**config.mk**
```make
export PLATFORM = sky130hd
export DESIGN_NAME = cb_zigzag_serializer
export DESIGN_NICKNAME = d
export VERILOG_FILES = /design/src/rtl/cb_zigzag_serializer.sv
export SDC_FILE = /design/constraint.sdc
export NUM_CORES = 2
export LEC_CHECK = 0
export ABC_AREA = 1
export CORE_ASPECT_RATIO = 0.7
export CORE_UTILIZATION = 57
export DETAILED_ROUTE_END_ITERATION = 10
export PLACE_DENSITY = 0.81
export SYNTH_ARGS = -nofsm -noshare
export SYNTH_HDL_FRONTEND = slang
export SYNTH_SLANG_ARGS = --single-unit
```
**constraint.sdc**
```tcl
create_clock -name clk -period 57.5 [get_ports clk]
set_clock_uncertainty 0.1 [all_clocks]
set_input_delay 5.75 -clock clk [delete_from_list [all_inputs] [get_ports clk]]
set_output_delay 5.75 -clock clk [all_outputs]
set_load 0.03 [all_outputs]
```
**src/rtl/cb_zigzag_serializer.sv**
```systemverilog
// Cb zigzag serializer: captures quantized 8x8 Cb blocks into a ping-pong
// buffer and streams them in JPEG zigzag order over valid/ready. The DC
// coefficient is sent as the difference from the previous block's DC.
module cb_zigzag_serializer (
    input  logic                clk,
    input  logic                rst,
    input  logic                enable,
    input  logic signed [10:0]  Q [0:7][0:7],
    input  logic                pred_clear,
    input  logic                coef_ready,
    output logic                coef_valid,
    output logic signed [11:0]  coef_out,
    output logic [5:0]          coef_idx,
    output logic                coef_last,
    output logic                in_ready,
    output logic                overflow
);

    typedef enum logic {S_IDLE = 1'b0, S_EMIT = 1'b1} state_t;

    // Zigzag order: entry k is the raster index (r*8+c) sent at position k.
    localparam logic [5:0] ZZ [0:63] = '{
        6'd0,  6'd1,  6'd8,  6'd16, 6'd9,  6'd2,  6'd3,  6'd10,
        6'd17, 6'd24, 6'd32, 6'd25, 6'd18, 6'd11, 6'd4,  6'd5,
        6'd12, 6'd19, 6'd26, 6'd33, 6'd40, 6'd48, 6'd41, 6'd34,
        6'd27, 6'd20, 6'd13, 6'd6,  6'd7,  6'd14, 6'd21, 6'd28,
        6'd35, 6'd42, 6'd49, 6'd56, 6'd57, 6'd50, 6'd43, 6'd36,
        6'd29, 6'd22, 6'd15, 6'd23, 6'd30, 6'd37, 6'd44, 6'd51,
        6'd58, 6'd59, 6'd52, 6'd45, 6'd38, 6'd31, 6'd39, 6'd46,
        6'd53, 6'd60, 6'd61, 6'd54, 6'd47, 6'd55, 6'd62, 6'd63
    };

    function automatic logic signed [11:0] sext12(input logic signed [10:0] v);
        return {v[10], v};
    endfunction

    // 11-bit minus 11-bit always fits in 12 bits, so no saturation is needed.
    function automatic logic signed [11:0] dc_diff(input logic signed [10:0] cur,
                                                   input logic signed [10:0] prev);
        return sext12(cur) - sext12(prev);
    endfunction

    logic signed [10:0] r_bank0 [0:63];
    logic signed [10:0] r_bank1 [0:63];
    logic [1:0]         r_full;
    logic               r_wr_sel;
    logic               r_rd_sel;
    logic [5:0]         r_k;
    logic signed [10:0] r_dc_pred;
    logic               r_overflow;
    state_t             r_state;
    state_t             w_state_nxt;

    logic               w_in_ready;
    logic               w_accept;
    logic               w_hs;
    logic               w_last_hs;
    logic               w_other_fills;
    logic [5:0]         w_raster;
    logic signed [10:0] w_coef;

    assign w_in_ready    = ~(r_full[0] & r_full[1]);
    assign w_accept      = enable & w_in_ready;
    assign w_hs          = coef_valid & coef_ready;
    assign w_last_hs     = w_hs & (r_k == 6'd63);
    // The next bank is (or becomes this cycle) full, so emission continues without a bubble.
    assign w_other_fills = r_full[~r_rd_sel] | (w_accept & (r_wr_sel != r_rd_sel));
    assign w_raster      = ZZ[r_k];
    assign w_coef        = r_rd_sel ? r_bank1[w_raster] : r_bank0[w_raster];

    // Capture a whole block into bank 0 when it is the write target.
    always_ff @(posedge clk or posedge rst) begin
        if (rst) begin
            for (int i = 0; i < 64; i++) r_bank0[i] <= '0;
        end else if (w_accept && !r_wr_sel) begin
            for (int r = 0; r < 8; r++)
                for (int c = 0; c < 8; c++)
                    r_bank0[r*8+c] <= Q[r][c];
        end
    end

    // Capture a whole block into bank 1 when it is the write target.
    always_ff @(posedge clk or posedge rst) begin
        if (rst) begin
            for (int i = 0; i < 64; i++) r_bank1[i] <= '0;
        end else if (w_accept && r_wr_sel) begin
            for (int r = 0; r < 8; r++)
                for (int c = 0; c < 8; c++)
                    r_bank1[r*8+c] <= Q[r][c];
        end
    end

    // Bank bookkeeping, read counter, DC predictor and sticky overflow.
    always_ff @(posedge clk or posedge rst) begin
        if (rst) begin
            r_full     <= 2'b00;
            r_wr_sel   <= 1'b0;
            r_rd_sel   <= 1'b0;
            r_k        <= 6'd0;
            r_dc_pred  <= '0;
            r_overflow <= 1'b0;
        end else begin
            // Release happens before set; the write target is never the bank being read.
            if (w_last_hs) r_full[r_rd_sel] <= 1'b0;
            if (w_accept) begin
                r_full[r_wr_sel] <= 1'b1;
                r_wr_sel         <= ~r_wr_sel;
            end
            if (enable && !w_in_ready) r_overflow <= 1'b1;
            if (w_hs) begin
                if (r_k == 6'd63) begin
                    r_k      <= 6'd0;
                    r_rd_sel <= ~r_rd_sel;
                end else begin
                    r_k <= r_k + 6'd1;
                end
            end
            if (pred_clear)              r_dc_pred <= '0;
            else if (w_hs && r_k == 6'd0) r_dc_pred <= w_coef;
        end
    end

    // Read-side state register.
    always_ff @(posedge clk or posedge rst) begin
        if (rst) r_state <= S_IDLE;
        else     r_state <= w_state_nxt;
    end

    // Read-side next state: enter EMIT with the write that fills the read bank.
    always_comb begin
        w_state_nxt = r_state;
        case (r_state)
            S_IDLE: if (w_accept && (r_wr_sel == r_rd_sel)) w_state_nxt = S_EMIT;
            S_EMIT: if (w_last_hs && !w_other_fills)        w_state_nxt = S_IDLE;
            default: w_state_nxt = S_IDLE;
        endcase
    end

    // Read-side outputs, derived from the current bank entry and counter.
    always_comb begin
        coef_valid = (r_state == S_EMIT);
        coef_idx   = r_k;
        coef_last  = (r_state == S_EMIT) && (r_k == 6'd63);
        coef_out   = (r_k == 6'd0) ? dc_diff(w_coef, r_dc_pred) : sext12(w_coef);
        in_ready   = w_in_ready;
        overflow   = r_overflow;
    end

endmodule
```
Yosys cells after proc, flatten, opt, wreduce, memory -nomap -nowiden
Memories as Yosys holds them, arrays and structs flattened.
Cells that the tools add are included.
- memories kept: 1
- bits in registers: 1431
- bits of input ports: 709
- ROM bits: 384
- output and inout bits: 22
- logic and storage cells: 201
- memories (memory ; words ; width ; read ports ; clocked after memory_dff ; wr ports ; line ; source):
    (no name shown) ; 64 ; 6 ; 1 ; 0 ; 0 ; 68 ; assign w_raster = ZZ[r_k];
- mux-type cells: 24
- bitwise logic cells: 15
- $add $sub $neg: 2
- reductions and logical operators: 14
- equality and inequality tests: 3
- $lt $le $gt $ge: 7
- operators by type and width (operator ; count):
    binary-select mux 11 bit (select 6 bit) ; 2
    2-to-1 mux 11 bit ; 7
    2-to-1 mux 6 bit ; 3
    greater-or-equal comparator 7 bit, second input constant ; 2
    NOT 6 -> 7 bit ; 2
    2-to-1 mux 12 bit ; 1
    subtractor 11 x 11 -> 12 bit ; 1
    logical AND 1 bit ; 9
    adder 6 x 1 -> 6 bit, second input constant ; 1
    == test 6 bit, second input constant ; 1
    logical NOT 6 bit ; 1
    less-than comparator 1 x 2 -> 1 bit, second input constant ; 3
    2-to-1 mux 1 bit ; 6
    AND 1 bit ; 5
    2-to-1 mux 2 bit ; 2
    NOT 1 bit ; 4
    AND 2 bit ; 1
    demux 1 bit (select 1 bit) ; 2
    greater-or-equal comparator 1 bit, second input constant ; 2
    logical NOT 1 bit ; 2
    NOT 2 bit ; 1
    bitwise OR 2 bit ; 1
    case mux 1 bit (2 select lines) ; 1
    AND reduction 2 bit ; 1
    4 further kinds ; 4

Logic depth before layout (Yosys ltp)
- depth after elaboration: 11
- depth in mapped cells: 36
- mapped depth without buffers: 33

Worst setup path after synthesis
Ideal clock, no wire load.
- kind: register to output
- start point: register r_k[1], in the netlist coef_idx[1]
- end point: output port coef_out[10]
- slack: 46.798 ns
- stages on the path, launching flop included: 34
- data arrival time: 4.852 ns
- cells stage by stage: dfrtp_1 inv_1 ha_1 inv_1 nand2_1 nand3_1 nand2_1 nand2_1 nand2_1 inv_1 nand2_2 buf_4 buf_6 buf_4 a21oi_1 o21ai_1 nand3_1 nand3_1 nand3_1 nand3_1 nand3_1 nand2_1 ha_1 fa_1 o31ai_1 inv_1 o21ai_0 a31oi_1 nor2_1 o21ai_0 nand2_1 xor2_1 nand2_1 nand2_1
- cells in the longest elaborated chain, start to end: 11
- RTL lines (what ; line ; source):
    start: declaration ; 48 ; logic [5:0] r_k;
    start signal: assignment ; 115 ; r_k <= r_k + 6'd1;
    NOT 6 -> 7 bit (not written as such) ; 68 ;
    memory (64 x 6 bit) ; - ;
    2-to-1 mux 6 bit (not written as such) (2 in series) ; 68 ;
    NOT 6 -> 7 bit (not written as such) ; 69 ; assign w_coef = r_rd_sel ? r_bank1[w_raster] : r_bank0[w_raster];
    binary-select mux 11 bit (select 6 bit) ; 69 ;
    2-to-1 mux 11 bit (not written as such) (2 in series) ; 69 ;
    2-to-1 mux 11 bit ; 69 ;
    subtractor 11 x 11 -> 12 bit ; 40 ; return sext12(cur) - sext12(prev);
    2-to-1 mux 12 bit * ; 144 ; coef_out = (r_k == 6'd0) ? dc_diff(w_coef, r_dc_pred) : sext12(w_coef);
    end: declaration ; 12 ; output logic signed [11:0] coef_out,
Mark *: on every way between the ends. The rest lies on a longest branch, timed or not. The select of a mux whose other input is x is not followed.

Worst setup path in the final report
Same ends and word-level chain as after synthesis.

==> results.sh <==
export IMPL_synth_area_leaders="dfrtp_1 52%, nand2_1 29%, nand3_1 9.4%"
export IMPL_port_buffers=730
export IMPL_max_stage_delay_ns=0.85
export IMPL_grt_busiest_layer="met1"
export IMPL_drive_above_1_share=0.0330
export IMPL_postSynthAreaPerCell_um2=7.37
export IMPL_placed_area_um2=75800
export IMPL_period_minus_slack_ns=15.47
export IMPL_synth_edf_count=0
export IMPL_clk_pin_slew_ns=0.06
export IMPL_use_met2=0.558
export IMPL_gp_congestion=0.979
export IMPL_critical_path_startpoint_type="register"
export IMPL_async_flop_share=1.00
export IMPL_total_leakage_power_nw=40.8
export IMPL_worst_endpoint_required_ns=51.65
export IMPL_grt_overflow=0
export IMPL_insertion_delay_ns=0.79
export IMPL_cp_common_cell="nand2_1"
export IMPL_numCtsBuffers=140
export IMPL_antenna_found_initial=105
export IMPL_ir_drop_mv=0.199
export IMPL_via_count=66300
export IMPL_design_area_um2=80700
export IMPL_nets=10400
export IMPL_ys_warn_count=0
export IMPL_met1_usage=0.569
export IMPL_arrival_ns=9.62
export IMPL_path_max_fanout=90
export IMPL_grt_max_degree=206
export IMPL_multiInputGateArea_um2=29000
export IMPL_grt_total_usage=0.403
export IMPL_relSlewSlack=0.0982
export IMPL_clkPwrFrac=0.155
export IMPL_cts_resized_gates=0
export IMPL_cp_slowest_cell="buf_4"
export IMPL_cts_hold_buffers=0
export IMPL_rsz0062_at_grt="false"
export IMPL_cts_sinks=1431
export IMPL_status="finished, final reports clean"
export IMPL_drtPass1Iterations=7
export IMPL_coreArea_um2=119000
export IMPL_switchingPower_mw=3.17
export IMPL_grt_pass1_vias=61000
export IMPL_total_power_mw=6.19
export IMPL_hold_class="reg -> reg"
export IMPL_nFillCells=9825
export IMPL_setup_viol=0
export IMPL_period_share=0.269
export IMPL_die_area_um2=122000
export IMPL_power_internal_mw=3.02
export IMPL_drc=0
export IMPL_core_rowCount=106
export IMPL_synth_most_common_cell="nand2_1"
export IMPL_syn_nets=10000
export IMPL_dp_hpwl_um=162000
export IMPL_first_iter_violations=10600
export IMPL_routed_via_density=5.83
export IMPL_postCtsSetupBuffers=0
export IMPL_htree_levels=4
export IMPL_yosysTopAreaCell="dfrtp_1"
export IMPL_cts_root_buf="clkbuf_16"
export IMPL_synth_common_cells="5211 x nand2_1, 1431 x dfrtp_1, 1286 x nand3_1"
export IMPL_cts_buffer_depth=3
export IMPL_ys_ff_latch=1431
export IMPL_grt_pass1_wl_um=375000
export IMPL_post_drt_wl_per_cell_um=21.9
export IMPL_die_h_um=292
export IMPL_seq_area_frac_synth=0.522
export IMPL_cts_tree="yes"
export IMPL_synth_top_cell_area_share=0.522
export IMPL_cp_end_kind="output pin"
export IMPL_p_per_area_nw_per_um2=76.7
export IMPL_p_comb_frac=0.559
export IMPL_synthFlopType="dfrtp_1"
export IMPL_drtAntennaViolNets=0
export IMPL_synth_distinct_cells=34
export IMPL_hold_viol_final=0
export IMPL_crit_type="reg -> out"
export IMPL_finalWirelength_um=250000
export IMPL_synth_area_um2=68500
export IMPL_die_w_um=416
export IMPL_setup_tns_final_ns=0
export IMPL_tightest_slew_ns=1.35
export IMPL_syn_inst=9298
export IMPL_drv_cap=0
export IMPL_drv_slew=0
export IMPL_io_pin_count=731
export IMPL_seqPwrFrac=0.286
export IMPL_met3_usage=0.117
export IMPL_max_freq_mhz=64.6
export IMPL_areaGrowthSynthToFinish_pct=17.8
export IMPL_p_sw_frac=0.512
export IMPL_seq_area_um2=35800
export IMPL_initial_core_util=0.574
## final cells by class
| class | count | area share |
|---|---|---|
| inverters | 263 | 0.0127 |
| well taps | 1566 | 0.0243 |
| diodes | 86 | 0.00267 |
| flip-flops and latches | 1431 | 0.444 |
| multi-input cells | 6980 | 0.359 |
| clock buffers | 211 | 0.0532 |
| repair buffers | 804 | 0.0991 |
| clock inverters | 40 | 0.00525 |
## metal layers
| layer | routed length [um] | up-vias |
|---|---|---|
| li1 | - | 29900 |
| met1 | 99600 | 31700 |
| met2 | 106000 | 4090 |
| met3 | 30500 | 653 |
| met4 | 13400 | 36 |
| met5 | 234 | - |
## sequential cells by signal (all words and copies together) (netlist names)
signal and cells:
coef_idx 6, coef_valid 1, overflow 1, r_bank0 704
r_bank1 704, r_dc_pred 11, r_full 2, r_rd_sel 1
r_wr_sel 1
## placed cells by master, fill, tap and decap left out, types with 7 or more instances in the layout
cell	n
clkdlybuf4s50_1	730
buf_4	63
dfrtp_1	1431
nand2_1	5210
nand3_1	1286
clkbuf_1	29
nor2_1	23
o21ai_0	258
o211ai_1	105
clkbuf_16	149
clkbuf_8	33
clkinv_2	24
diode_2	86
ha_1	26
inv_1	252
bufinv_16	7
a21oi_1	37
buf_12	11
## cell families (layout without fill, tap and decap cells)
kind of cell	Yosys count	in the layout	synth area share
adders and majority gates	27	27	0.00504
buffers and inverters	887	1318	0.0553
DFF	1431	1431	0.522
AOI/OAI and AO/OA	413	413	0.0346
xor gates and xnor gates	6	6	0.000767
other	0	86	0
and+or+nand+nor	6534	6534	0.382
## power groups by stage
stage          Combinational, mW  Clock (mW)  Sequential [mW]
6_report                    3.46       0.960             1.77
5_1_grt                     3.72        1.00             1.81
4_1_cts                     3.35       0.960             1.75
3_5_place_dp                3.32           0             1.76
3_3_place_gp                3.26           0             1.75
2_1_floorplan               2.25           0             1.71
## worst paths after layout
path	end	cells past startpoint	start	slack (ns)
max in group asynchronous	r_bank1[37]	6	rst	47.89
min in group asynchronous	r_bank1[600]	2	rst	5.43
min reg2reg	r_bank1[50]	2	r_bank1[50]	0.37
max reg2reg	r_dc_pred[8]	22	coef_idx[1]	50.84
min	r_bank1[50]	2	r_bank1[50]	0.37
max	coef_out[10]	33	coef_idx[1]	42.03
## stage by stage
step / worst slack (ns) / std cells / utilization / hold WS, ns
5_1_grt: 41.47 / 11400 / 0.676 / 0.382
3_5_place_dp: 43.12 / 11000 / 0.635 / 0.354
4_1_cts: 42.24 / 11300 / 0.674 / 0.370
3_3_place_gp: 43.22 / 11000 / 0.635 / 0.349
6_report: 42.03 / 11400 / 0.676 / 0.370
2_1_floorplan: 11.29 / 9298 / - / 0.336
## worst max-delay path: cells and delay by family (launching register included)
| family | cells | cell delay [ns] |
|---|---|---|
| buffers and inverters | 8 | 3.54 |
| and+or+nand+nor | 18 | 2.61 |
| AOI/OAI and AO/OA | 4 | 1.22 |
| xor gates and xnor gates | 1 | 0.14 |
| DFF | 1 | 0.59 |
| adders and majority gates | 2 | 0.64 |
Power figures use the tool's default switching activity.
